### src/rtl/alu_pkg.sv
// Shared constants for the ALU issue stage: ALU opcode encodings, RV32 major
// opcodes and the decoded-operand bundle passed from decode to the register stage.
package alu_pkg;

    localparam logic [3:0] ALU_AND = 4'b0000;
    localparam logic [3:0] ALU_OR  = 4'b0001;
    localparam logic [3:0] ALU_ADD = 4'b0010;
    localparam logic [3:0] ALU_SUB = 4'b0110;
    localparam logic [3:0] ALU_SLT = 4'b0111;
    localparam logic [3:0] ALU_XOR = 4'b1100;
    localparam logic [3:0] ALU_SLL = 4'b1101;
    localparam logic [3:0] ALU_SRL = 4'b1110;
    localparam logic [3:0] ALU_SRA = 4'b1000;

    localparam logic [6:0] OP     = 7'b0110011;
    localparam logic [6:0] OP_IMM = 7'b0010011;
    localparam logic [6:0] LOAD   = 7'b0000011;
    localparam logic [6:0] STORE  = 7'b0100011;
    localparam logic [6:0] LUI    = 7'b0110111;
    localparam logic [6:0] AUIPC  = 7'b0010111;
    localparam logic [6:0] BRANCH = 7'b1100011;

    typedef struct packed {
        logic [31:0] a;
        logic [31:0] b;
        logic [3:0]  op;
        logic        illegal;
    } issue_t;

    // Shift amounts are clipped to 5 bits so the ALU never sees a shift above 31.
    function automatic logic [31:0] shamt(input logic [31:0] src);
        return {27'b0, src[4:0]};
    endfunction

endpackage

### src/rtl/alu_dec.sv
// Combinational decode of one instruction into ALU operands, opcode and an
// illegal flag for encodings that have no ALU mapping.
module alu_dec
    import alu_pkg::*;
(
    input  logic [6:0]  opcode,
    input  logic [2:0]  funct3,
    input  logic        funct7_5,
    input  logic [31:0] rs1_data,
    input  logic [31:0] rs2_data,
    input  logic [31:0] imm,
    input  logic [31:0] pc,
    output logic [31:0] a,
    output logic [31:0] b,
    output logic [3:0]  op,
    output logic        illegal
);

    logic [31:0] src;

    always_comb begin
        a       = '0;
        b       = '0;
        op      = ALU_ADD;
        illegal = 1'b0;
        src     = (opcode == OP) ? rs2_data : imm;
        case (opcode)
            OP, OP_IMM: begin
                a = rs1_data;
                b = src;
                case (funct3)
                    3'b000:         op = (opcode == OP && funct7_5) ? ALU_SUB : ALU_ADD;
                    3'b001: begin
                        op = ALU_SLL;
                        b  = shamt(src);
                    end
                    3'b010, 3'b011: op = ALU_SLT;
                    3'b100:         op = ALU_XOR;
                    3'b101: begin
                        op = funct7_5 ? ALU_SRA : ALU_SRL;
                        b  = shamt(src);
                    end
                    3'b110:         op = ALU_OR;
                    default:        op = ALU_AND;
                endcase
            end
            LOAD, STORE: begin
                a = rs1_data;
                b = imm;
            end
            LUI:   b = imm;
            AUIPC: begin
                a = pc;
                b = imm;
            end
            BRANCH: begin
                a = rs1_data;
                b = rs2_data;
                case (funct3)
                    3'b000, 3'b001: op = ALU_SUB;
                    3'b010, 3'b011: begin
                        // No compare defined for these branch encodings.
                        a       = '0;
                        b       = '0;
                        illegal = 1'b1;
                    end
                    default:        op = ALU_SLT;
                endcase
            end
            default: illegal = 1'b1;
        endcase
    end

endmodule

### src/rtl/alu_issue.sv
// Single-entry valid/ready register stage between decode and execute; holds the
// decoded ALU operands until the execute stage consumes them.
module alu_issue
    import alu_pkg::*;
(
    input  logic        clk,
    input  logic        rst_n,
    input  logic        in_valid,
    output logic        in_ready,
    input  logic [6:0]  opcode,
    input  logic [2:0]  funct3,
    input  logic        funct7_5,
    input  logic [31:0] rs1_data,
    input  logic [31:0] rs2_data,
    input  logic [31:0] imm,
    input  logic [31:0] pc,
    input  logic        flush,
    output logic        out_valid,
    input  logic        out_ready,
    output logic [31:0] alu_a,
    output logic [31:0] alu_b,
    output logic [3:0]  alu_op,
    output logic        illegal
);

    issue_t dec;

    alu_dec u_dec (
        .opcode   (opcode),
        .funct3   (funct3),
        .funct7_5 (funct7_5),
        .rs1_data (rs1_data),
        .rs2_data (rs2_data),
        .imm      (imm),
        .pc       (pc),
        .a        (dec.a),
        .b        (dec.b),
        .op       (dec.op),
        .illegal  (dec.illegal)
    );

    assign in_ready = (!out_valid || out_ready) && !flush;

    // Data registers only load on capture, so they hold while invalid.
    always_ff @(posedge clk or negedge rst_n) begin
        if (!rst_n) begin
            out_valid <= 1'b0;
            alu_a     <= '0;
            alu_b     <= '0;
            alu_op    <= ALU_AND;
            illegal   <= 1'b0;
        end else if (flush) begin
            out_valid <= 1'b0;
        end else if (in_valid && in_ready) begin
            out_valid <= 1'b1;
            alu_a     <= dec.a;
            alu_b     <= dec.b;
            alu_op    <= dec.op;
            illegal   <= dec.illegal;
        end else if (out_ready) begin
            out_valid <= 1'b0;
        end
    end

endmodule

### config.mk
export PLATFORM = sky130hd
export DESIGN_NAME = alu_issue
export DESIGN_NICKNAME = d
export VERILOG_FILES = /design/src/rtl/alu_pkg.sv /design/src/rtl/alu_dec.sv /design/src/rtl/alu_issue.sv
export SDC_FILE = /design/constraint.sdc
export NUM_CORES = 1
export LEC_CHECK = 0
export ABC_AREA = 1
export BUFFER_PORTS_ARGS = -buffer_cell sky130_fd_sc_hd__clkbuf_2
export CAP_MARGIN = 30
export CORE_MARGIN = 3
export CORE_UTILIZATION = 50
export CTS_BUF_LIST = sky130_fd_sc_hd__clkbuf_4
export DETAILED_ROUTE_END_ITERATION = 6
export PLACE_DENSITY = 0.95
export SKIP_LAST_GASP = 1
export SYNTH_ARGS = -nofsm -noshare
export SYNTH_HDL_FRONTEND = slang
export SYNTH_SLANG_ARGS = --single-unit
### constraint.sdc
create_clock -name clk -period 2 [get_ports clk]
set_input_delay 0.1 -clock clk [delete_from_list [all_inputs] [get_ports clk]]
set_output_delay 0.1 -clock clk [all_outputs]
set_load 0.03 [all_outputs]
======== Yosys cells after proc, flatten, opt, wreduce, memory -nomap -nowiden ========
Cells that the tools add are included.
word-level totals
  logic and storage cells ................. 51
  register bits after elaboration ......... 70
cells by class
  reductions and logical operators ........ 16
  equality and inequality tests ........... 13
  bitwise gates (word level) .............. 1
  multiplexer cells ....................... 16
operator list
  cell                                                              number
  32-bit one-hot mux with 3 select lines                            2
  32-bit 2-to-1 mux                                                 4
  4-bit one-hot mux with 6 select lines                             1
  7-bit by 6-bit == test with 1-bit output (second input constant)  3
  7-bit by 5-bit == test with 1-bit output (second input constant)  2
  3-bit == test (second input constant)                             3
  4-bit one-hot mux with 2 select lines                             1
  2-bit OR reduction                                                4
  4-bit OR reduction                                                2
  7-bit by 2-bit == test with 1-bit output (second input constant)  1
  7-bit == test (second input constant)                             1
  3-bit by 2-bit == test with 1-bit output (second input constant)  2
  3-bit 2-to-1 mux                                                  2
  3-bit one-hot mux with 2 select lines                             1
  6-bit OR reduction                                                1
  1-bit 2-to-1 mux                                                  4
  3-bit by 1-bit == test with 1-bit output (second input constant)  1
  1-bit logical AND                                                 3
  3-bit logical NOT                                                 1
  3-bit nonzero test                                                1
  1-bit logical NOT                                                 2
  1-bit one-hot mux with 2 select lines                             1
  2-bit AND reduction                                               1
  1-bit logical OR                                                  1
  1-bit inverter                                                    1

======== Longest topological paths before layout ========
  depth after elaboration ................. 6
  depth in mapped cells ................... 11
  gate-level depth less buffers ........... 10

======== Cells and area by module ========
Synthesis repeated with hierarchy kept, for this count alone.
unflattened totals
  cell total of the unflattened synthesis .. 718
  area total of the unflattened synthesis .. 4697.0 µm²
by module, submodules not included
  module     cells each  area each (µm²)  times used
  alu_issue  313         2874.0           1
  alu_dec    405         1823.0           1

======== Least setup slack after synthesis ========
Ideal clock, no wire load.
  path kind ............................... register -> register
  from .................................... reg out_valid
  to ...................................... reg alu_op[1]
  path slack .............................. 313 ps
  path buffers ............................ 1
  period minus slack after synthesis ...... 1687 ps
  data required time ...................... 1879 ps
  data arrival time ....................... 1566 ps
  cell stages (with the launch flop) ...... 9
  cell sequence ........................... dfrtp_1 > inv_1 > nor2_1 > nor2_2 > nand2_2 > inv_2 > buf_2 > nand2_1 > o22a_1
between the ends
  longest elaborated chain between the ends .. 5
RTL lines
  what                                  RTL line         source
  from (decl)                           alu_issue.sv:18  output logic out_valid,
  from (signal assigned)                alu_issue.sv:47  out_valid <= 1'b0;
  from (signal assigned)                alu_issue.sv:53  out_valid <= 1'b0;
  from (signal assigned)                alu_issue.sv:55  out_valid <= 1'b1;
  1-bit logical NOT                     alu_issue.sv:42  assign in_ready = (!out_valid || out_ready) && !flush;
  1-bit logical OR                      alu_issue.sv:42
  1-bit logical AND                     alu_issue.sv:42
  named net in_ready                    alu_issue.sv:9   output logic in_ready,
  1-bit logical AND                     alu_issue.sv:54  end else if (in_valid && in_ready) begin
  2-bit AND reduction (no source line)  --
  to (signal assigned)                  alu_issue.sv:58  alu_op <= dec.op;
  to (decl)                             alu_issue.sv:22  output logic [3:0] alu_op,
The timed path passes the listed nets, and every way through them passes these cells.
A chain may end at the register's enable or synchronous reset.

======== Worst setup path in the final report ========
  from .................................... in funct3[1]
  to ...................................... reg alu_b[25]
between the ends
  longest elaborated chain between the ends .. 4
  elaborated cells between the ends (all ways) .. 9
  those cells by class .................... eq/ne: 4; mux: 3; reduce/logical: 2
RTL lines
  what                                                              RTL line                      source
  from (decl)                                                       alu_issue.sv:11               input logic [2:0] funct3,
  3-bit by 2-bit == test with 1-bit output (tied with other cells)  alu_dec.sv:59                 case (funct3)
  2-bit OR reduction, on equally long branches                      --
  32-bit 2-to-1 mux, on equally long branches                       alu_dec.sv:59, alu_dec.sv:31
  32-bit one-hot mux with 3 select lines *                          alu_dec.sv:27                 case (opcode)
  to (signal assigned)                                              alu_issue.sv:57               alu_b <= dec.b;
  to (decl)                                                         alu_issue.sv:21               output logic [31:0] alu_b,
Every way passes the cells marked *; elsewhere a longest branch is shown, timed or not.

==> metrics.cfg <==
[run_status]
status=complete, but fails checks
failed_checks=negative hold slack

[drt]
antenna_left=0
drt_iter0_drc=426
drt_first_pass_iters=5
drc=0
routed_wl_um=15900
vias=5066
avgViaCountPerCell=5.33
wl_per_cell_um=16.7

[setup_path]
max_stage_delay_ns=0.59
crit_type=in2reg
cp_common_cell=nand2_1
worstReg2RegEnd=alu_b[13]$_DFFE_PN0P_
cp.depth=10
crit_fanout=27
timing.rr.start=out_valid$_DFFE_PN0P_
crit_slowest_cell=dlygate4sd3_1
cp.arrival_ns=2.18
cpLargestDelayFamily=simple AND/OR/NAND/NOR gates
worstSetupEndpointType=flop
cp_cell_sequence=clkbuf_2 -> inv_1 -> nand2_1 -> nand3_1 -> nand3_2 -> nand2_1 -> nand2_1 -> dlygate4sd3_1 -> nand2_1 -> nand2_1
crit_path_start_kind=primary input
ff2ff_path_depth=7
crit_required_ns=2.32
crit_buf_inv=3
reg2reg_setup_slack_ns=0.51

[power_and_ir_drop]
total_leakage_power_nw=3.64
peakVddDrop_v=0.000292
powerDensity_nw_per_um2=499
finalPower_mw=2.90

[worst_hold_path]
hold_end=alu_a[27]$_DFFE_PN0P_
whs_path_depth=5
hold_class=in2reg
worstHoldStart=pc[27]

[final_layout]
layout_commonest_cell=nand2_1
num-nets-final=989
layout_common_cells=336 x nand2_1, 213 x clkbuf_2, 79 x dlygate4sd3_1
stdcell_count=950
utilization_pct=79.4
syn_to_final_growth_pct=51.7
drive_above_1_share_pct=31.3

[synth]
synth_top_area_share_pct=45.6
netlist_area_um2=3840
ys_warn_count=0
ys_top_cells_by_area=dfrtp_1 46%, nand2_1 33%, inv_1 3.9%
syn_nets=702
syn_avg_cell_area_um2=6.88
synth_top_area_cell=dfrtp_1
ys_ff_latch=70
yosysSeqAreaShare_pct=45.6
netlist_instances=558
ys_types=28

[clocking]
post-cts-setup-buffer-count=0
clkTransAtPathRegs_ns=0.12
cts_resized=0
clock-root-buffer=clkbuf_4
ctsHtreeMaxLevel=3
cts_tree=built
cts_buffers=9
ctsHoldBuffers=76
clkSinkCount=70
clk_latency_ns=0.42
cts_buffer_depth=2

[timing]
fmax_mhz=537
finalSetupViolCount=0
rsz0062_at_grt=false
tightest_slew_ns=0.611
tns_ns=0
skew_ns=0.0220
holdWs_ns=-0.00287
maxSlewHeadroom_pct=59.2
fin_crit_sh_pct=93.2
slew_violations=0
final_hold_viol_count=1
min_period_ns=1.86

[flow_run]
max-cap-violations=0

[placement]
dp_cells=854
io_buffers=214
dp_hpwl_um=8750
routabilityCongestion=0.941

[global_routing]
grt_max_degree=43
grt-ovfl-total=0
grt_pass1_vias=5148
antenna_found_initial=1
grt_usage_pct=36.5
grt_first_pass_wirelength_um=24600

[floorplanning]
core-area_um2=7330
dieHeight_um=93.6
die_w_um=93.6
start_util_pct=52.3
rows=31
io_pins=215
dieArea_um2=8760

registers in the layout (all words and copies together), names as in the netlist:
signal	count
alu_a	32
alu_b	32
alu_op	4
illegal	1
out_valid	1
cells in the mapped netlist (all sizes together):
| cell | n |
|---|---|
| buf | 20 |
| o22a | 1 |
| nor3 | 1 |
| or2 | 2 |
| a21oi | 1 |
| o21ai | 37 |
| dfrtp | 70 |
| nor2 | 15 |
| a21boi | 1 |
| nand3 | 8 |
| inv | 45 |
| o22ai | 1 |
| nand2 | 351 |
| nand4 | 1 |
| clkbuf | 4 |
how the worst max path moves through the flow:
| stage | start | to |
|---|---|---|
| after floorplan | out_valid$_DFFE_PN0P_ | alu_op[1]$_DFFE_PN0P_ |
| after global placement | funct3[1] | alu_b[31]$_DFFE_PN0P_ |
| after detailed placement | funct3[1] | alu_b[31]$_DFFE_PN0P_ |
| after CTS | funct3[1] | alu_b[16]$_DFFE_PN0P_ |
| after global routing | opcode[1] | alu_b[25]$_DFFE_PN0P_ |
| final | funct3[1] | alu_b[25]$_DFFE_PN0P_ |
stage by stage:
stage / setup slack (ns) / instance area (um^2)
CTS: 0.405 / 5790
floorplan: 0.313 / 3840
global placement: 0.616 / 4920
global route: 0.118 / 5820
detailed placement: 0.470 / 4920
finish: 0.136 / 5820
worst min-delay path, cell delays in order:
cell and delay [ns]:
clkbuf_2 0.08, inv_1 0.04, o21ai_1 0.06, nand2_1 0.06
nand2_1 0.05
cell families after synthesis:
group / count (synthesis) / synth area share (%)
buffers and inverters: 69 / 9.00
DFF: 70 / 45.6
AOI/OAI and AO/OA: 41 / 5.54
and+or+nand+nor: 378 / 39.8
power by group:
group | switching, mW | leakage (nW) | internal, mW
logic | 0.362 | 2.62 | 0.264
clock network | 0.518 | 0.0641 | 0.274
registers | 0.0295 | 0.962 | 1.46
total | 0.909 | 3.64 | 2.00
routing by layer:
metal / wire, um / vias up / track usage [%]
met5: 0 / - / 0
met4: 1150 / 0 / 23.3
met3: 1910 / 127 / 10.5
met2: 7500 / 438 / 60.6
met1: 5290 / 2241 / 40.9
li1: - / 2260 / -
area by class of cell:
cell class | count | area, um^2
timing repair buffer | 300 | 1930
inverter | 45 | 169
multi-input combinational | 419 | 1740
clock buffer | 11 | 82.6
clock inverter | 5 | 26.3
tap | 99 | 124
antenna | 1 | 2.50
sequential | 70 | 1750
fill | 434 | 1510
(Power assumes the default switching activity.)
